===== config.mk =====
export PLATFORM = sky130hd
export DESIGN_NAME = core_if_fetch
export DESIGN_NICKNAME = d
export VERILOG_FILES = /design/src/rtl/core_if_fetch.sv
export SDC_FILE = /design/constraint.sdc
export NUM_CORES = 1
export LEC_CHECK = 0
export BUFFER_PORTS_ARGS = -buffer_cell sky130_fd_sc_hd__buf_2
export CORE_ASPECT_RATIO = 0.75
export CORE_MARGIN = 2
export CORE_UTILIZATION = 54
export DETAILED_ROUTE_END_ITERATION = 8
export PLACE_DENSITY = 0.81
export SLEW_MARGIN = 20
export SYNTH_ARGS = -nofsm -noshare
export SYNTH_HDL_FRONTEND = slang
export SYNTH_SLANG_ARGS = --single-unit

===== constraint.sdc =====
create_clock -name clk -period 8.2 [get_ports clk]
set_clock_uncertainty 0.15 [all_clocks]
set_input_delay 0.82 -clock clk [delete_from_list [all_inputs] [get_ports clk]]
set_output_delay 0.82 -clock clk [all_outputs]
set_load 0.02 [all_outputs]

===== src/rtl/core_if_fetch.sv =====
// Instruction-fetch front end: one outstanding imem read per PC, a small FIFO
// toward decode holding {inst, pc, pc+4}, and discard of buffered/in-flight fetches on flush.
module core_if_fetch #(
  parameter int BUF_DEPTH = 2,
  parameter int PTR_W     = 1
) (
  input  logic        clk,
  input  logic        rst,
  input  logic [31:0] pc_in,
  input  logic        v_pc_in,
  input  logic [31:0] pc_plus4_in,
  input  logic        flush,
  output logic        pc_go,
  output logic        stall,
  output logic        imem_req,
  output logic [31:0] imem_addr,
  input  logic        imem_ack,
  input  logic [31:0] imem_rdata,
  output logic [31:0] id_inst,
  output logic [31:0] id_pc,
  output logic [31:0] id_pc_plus4,
  output logic        id_valid,
  input  logic        id_ready,
  output logic        fetch_misalign
);

  typedef enum logic [1:0] {
    IDLE     = 2'd0,
    WAIT_ACK = 2'd1,
    DROP     = 2'd2
  } state_t;

  localparam logic [PTR_W:0] DEPTH_C = (PTR_W + 1)'(BUF_DEPTH);

  state_t state, state_nxt;

  logic issue;
  logic mis_det;
  logic push;
  logic pop;
  logic full;

  logic [31:0] req_pc;
  logic [31:0] req_pc4;

  logic [PTR_W:0]   count;
  logic [PTR_W-1:0] wr_ptr;
  logic [PTR_W-1:0] rd_ptr;

  logic [31:0] buf_inst [BUF_DEPTH];
  logic [31:0] buf_pc   [BUF_DEPTH];
  logic [31:0] buf_pc4  [BUF_DEPTH];

  assign full     = (count == DEPTH_C);
  assign id_valid = (count != '0);
  assign pop      = id_valid & id_ready & ~flush;

  always_ff @(posedge clk) begin
    if (rst) state <= IDLE;
    else     state <= state_nxt;
  end

  always_comb begin
    state_nxt = state;
    case (state)
      IDLE: begin
        if (issue) state_nxt = WAIT_ACK;
      end
      WAIT_ACK: begin
        if (imem_ack)   state_nxt = IDLE;
        else if (flush) state_nxt = DROP;
      end
      DROP: begin
        if (imem_ack) state_nxt = IDLE;
      end
      default: state_nxt = IDLE;
    endcase
  end

  always_comb begin
    issue   = 1'b0;
    mis_det = 1'b0;
    push    = 1'b0;
    pc_go   = 1'b0;
    stall   = 1'b0;
    if (state == IDLE) begin
      issue   = v_pc_in & ~flush & ~fetch_misalign & ~full & (pc_in[1:0] == 2'b00);
      mis_det = v_pc_in & ~flush & (pc_in[1:0] != 2'b00);
    end
    push  = (state == WAIT_ACK) & imem_ack & ~flush;
    pc_go = flush | push;
    stall = (state != IDLE) | full | fetch_misalign;
  end

  // The request stays up until acked, even across a flush; the memory sees no withdrawal.
  always_ff @(posedge clk) begin
    if (rst) begin
      imem_req  <= 1'b0;
      imem_addr <= '0;
      req_pc    <= '0;
      req_pc4   <= '0;
    end else if (issue) begin
      imem_req  <= 1'b1;
      imem_addr <= pc_in;
      req_pc    <= pc_in;
      req_pc4   <= pc_plus4_in;
    end else if ((state != IDLE) && imem_ack) begin
      imem_req  <= 1'b0;
    end
  end

  always_ff @(posedge clk) begin
    if (rst)          fetch_misalign <= 1'b0;
    else if (flush)   fetch_misalign <= 1'b0;
    else if (mis_det) fetch_misalign <= 1'b1;
  end

  always_ff @(posedge clk) begin
    if (rst) begin
      count  <= '0;
      wr_ptr <= '0;
      rd_ptr <= '0;
    end else if (flush) begin
      count  <= '0;
      wr_ptr <= '0;
      rd_ptr <= '0;
    end else begin
      if (push) wr_ptr <= wr_ptr + 1'b1;
      if (pop)  rd_ptr <= rd_ptr + 1'b1;
      case ({push, pop})
        2'b10:   count <= count + 1'b1;
        2'b01:   count <= count - 1'b1;
        default: count <= count;
      endcase
    end
  end

  // Issue only happens with a free slot, so a push never lands on a full buffer.
  always_ff @(posedge clk) begin
    if (push) begin
      buf_inst[wr_ptr] <= imem_rdata;
      buf_pc[wr_ptr]   <= req_pc;
      buf_pc4[wr_ptr]  <= req_pc4;
    end
  end

  assign id_inst     = id_valid ? buf_inst[rd_ptr] : '0;
  assign id_pc       = id_valid ? buf_pc[rd_ptr]   : '0;
  assign id_pc_plus4 = id_valid ? buf_pc4[rd_ptr]  : '0;

endmodule


==> metrics.md <==
| Metric | Value |
|---|---|
| Fraction of synthesized cell area taken by the top area cell type | 0.553 |
| Detailed Route Iter0 Violations | just over 300 |
| Cell area power density | around 200 nW/µm² |
| Cell area after synthesis | roughly 10000 µm² |
| Transition at the pin with the smallest max-transition slack | ~0.96 ns |
| Worst setup slack after layout | 4.52 ns |
| Number of placed instances, taps included | between 1000 and 1500 |
| First-pass GRT wire length | between 30000 and 40000 µm |
| Library cell with the largest summed area after synthesis | edfxtp_1 |
| Multi-input gate area | about 3000 µm² |
| Pin count of the biggest net entering global routing | approximately 130 |
| Crit path largest cell delay | around 0.73 ns |
| Count of instances resized after the clock tree is built | 0 |
| Setup bufs post-CTS | 0 |
| Path category of the worst min-delay check | flip-flop to flip-flop |
| Net count of the finished layout | 1055 |
| Pre-Repair DR Iteration Count | 4 |
| #FFs+latches synth | 265 |
| Unrepaired setup endpoints after global routing | no |
| Maximum clock frequency | 0.272 GHz |
| Vertical extent of the die | 124 µm |
| Total core area | 18700 µm² |
| Fill cells | between 1000 and 1500 |
| Total setup violations reported at the end of the flow | 0 |
| Sum of negative setup slack | 0 ns |
| CP Data Required Time | around 7.2 ns |
| Type of origin of the critical path | flip-flop |
| Lkg Pwr | approximately 4.8 nW |
| ANT nets after route | 0 |
| CTS root buf | clkbuf_16 |
| Standard cell with the maximum stage delay on the critical path | nor2_4 |
| Cell breakdown of the critical path | nor2_4, buf_4, nor2_1, buf_2 |
| Post-Syn Area per Cell | 14.3 µm² |
| Number of H-tree branching levels | 1 |
| Min cycle time layout | between 3 and 4 ns |
| Detailed placement HPWL | between 10000 and 15000 µm |
| # hold bufs at CTS | 0 |
| Number of distinct library cells after synthesis | 29 |
| Worst-case clock buffer depth | 3 |
| Worst path bufs/invs | 2 |
| Share of cells above drive strength 1 | 0.295 |
| Type of the worst setup path | flip-flop to primary output |
| Placement row count | 43 |
| Synth top area cells | edfxtp_1, mux2i_1, dfxtp_1 |
| Total area of sequential cells | just over 7000 µm² |
| Number of pins exceeding their max-slew limit in the final report | 0 |
| Number of instances in the synthesized netlist | just over 700 |
| Horizontal die dimension | between 150 and 200 µm |
| Critical Path AT | roughly 2.7 ns |
| Clock transition at path regs | ~0.060 ns |
| Final hold violation count | 0 |
| Seq/Total Area, Yosys | 0.693 |
| GPL Wtd Cong | about 0.76 |
| Clock tree from TritonCTS | yes |
| Kind of cell with the highest combined delay on the critical path | simple AND/OR/NAND/NOR gates |
| Number of diodes added for antenna fixing | 0 |
| Status | finished, final reports clean |
| Clock latency on the worst-skew pair | 0.52 ns |
| Fraction of the cycle the final worst path needs | 0.448 |
| Vias in the first global route | approximately 6200 |
| Total number of yosys warnings | 0 |
| Port buffer count | roughly 230 |
| Setup slack after placement | roughly 4.4 ns |
| Number of vias in the routed layout | just over 6000 |
| Final Non-Filler Cells | 1218 |
| Avg Vias per Cell | between 5 and 6 |
| Post-route DRC | 0 |
| Clock sink count | ~270 |
| Number of antenna violations at the first check in global routing | 1 |
| Total overflow reported by the global router | 0 |
| Number of buffers inserted during clock tree synthesis | 25 |
| Max VDD drop | 0.000143 V |
| Relative max-transition margin | 0.360 |
| Global routing usage summed across all routing layers | 0.189 |
| Full die area | 20500 µm² |
| Max-capacitance violation count | 0 |
| Maximum fanout count along the critical path | 60 |
| Routed wire per std cell | between 15 and 20 µm |
| Number of primary I/O pins | ~240 |
| CP Capture Type | primary output |
| Starting density of the core | 0.557 |
| Area growth from synthesis to layout | 20.1% |
| Wirelength, routed | 19700 µm |
| Net count of the mapped netlist | between 800 and 900 |
-- cell usage after synthesis (all sizes together) --
| master | count |
|---|---|
| ha | 1 |
| nor3b | 3 |
| xor2 | 2 |
| clkbuf | 24 |
| nor2b | 3 |
| o21ba | 1 |
| or4b | 1 |
| a21o | 1 |
| nand2b | 124 |
| and2 | 1 |
| inv | 3 |
| nor3 | 1 |
| o21a | 1 |
| a21oi | 4 |
| xnor2 | 2 |
| nor2 | 104 |
| mux2i | 158 |
| or2 | 2 |
| nor4 | 1 |
| o211ai | 1 |
| o21ai | 2 |
| or3 | 2 |
| nor4bb | 1 |
| edfxtp | 192 |
| buf | 19 |
| dfxtp | 73 |
-- final timing paths --
| path | from | end | slack (ns) | cells after the start |
|---|---|---|---|---|
| min | req_pc4[27]$_SDFFE_PP0P_ | buf_pc4[1][27]$_DFFE_PP_ | 0.30 | 0 |
| max | count[0]$_SDFFE_PP0P_ | id_pc[27] | 4.52 | 4 |
| max reg2reg | state[1]$_SDFFE_PP0P_ | buf_pc[0][17]$_DFFE_PP_ | 5.02 | 4 |
| min reg2reg | req_pc4[27]$_SDFFE_PP0P_ | buf_pc4[1][27]$_DFFE_PP_ | 0.30 | 0 |
-- registers in the layout, summed over array words and instances, names as in the netlist, named ones only --
| name | count |
|---|---|
| buf_inst | 64 |
| buf_pc4 | 64 |
| buf_pc | 64 |
| req_pc4 | 32 |
| req_pc | 32 |
| count | 2 |
| state | 2 |
| fetch_misalign | 1 |
| imem_req | 1 |
| rd_ptr | 1 |
| wr_ptr | 1 |
-- power by group --
group          internal [mW]  leakage (nW)  switching, mW
Combinational         0.0413          1.87         0.0400
Clock                  0.581         0.367          0.463
Sequential              1.44          2.55        0.00630
-- cell type report --
| cell class | count | area share |
|---|---|---|
| Multi-Input combinational cell | 416 | 0.239 |
| Inverter | 3 | 0.000899 |
| Clock buffer | 32 | 0.0536 |
| Tap cell | 247 | 0.0247 |
| Timing Repair Buffer | 241 | 0.0980 |
| Clock inverter | 14 | 0.00619 |
| Sequential cell | 265 | 0.577 |
-- routing by layer --
layer / share of wire / GRT usage / wire [µm] / up-vias
li1: - / - / - / 3006
met1: 0.43 / 0.242 / 8410 / 2905
met2: 0.47 / 0.313 / 9230 / 208
met3: 0.078 / 0.0576 / 1550 / 41
met4: 0.026 / 0.0558 / 508 / 2
met5: 0.00056 / 0 / 11 / -
-- cells in the final DEF (no fill, tap or decap), drive strengths merged, types with 2 or more instances in the layout --
cell and count:
xnor2 2, clkbuf 32, o21ai 2, nor2b 3, nand2b 124, nor3b 3
edfxtp 192, clkinv 10, xor2 2, clkinvlp 2, or2 2, inv 5
dfxtp 73, or3 2, buf 241, a21oi 4, mux2i 158, nor2 104
-- per-stage QoR --
step	power (mW)	instance area (µm²)	utilization	hold slack, ns
floorplan	1.51	10400	-	0.277
global placement	1.55	11800	0.629	0.283
detailed placement	1.55	11800	0.629	0.290
CTS	2.59	12500	0.669	0.306
global route	2.65	12500	0.669	0.315
finish	2.57	12500	0.669	0.304
-- kinds of logic after synthesis --
kind of cell / Yosys count / synth area share
xor+xnor: 4 / 0.00336
buf+inv: 46 / 0.0212
compound gates: 10 / 0.00600
fa+ha+maj: 1 / 0.00120
flops: 265 / 0.693
mux: 158 / 0.152
simple gates: 243 / 0.124
Note: power is estimated with default switching activity, not from simulation.
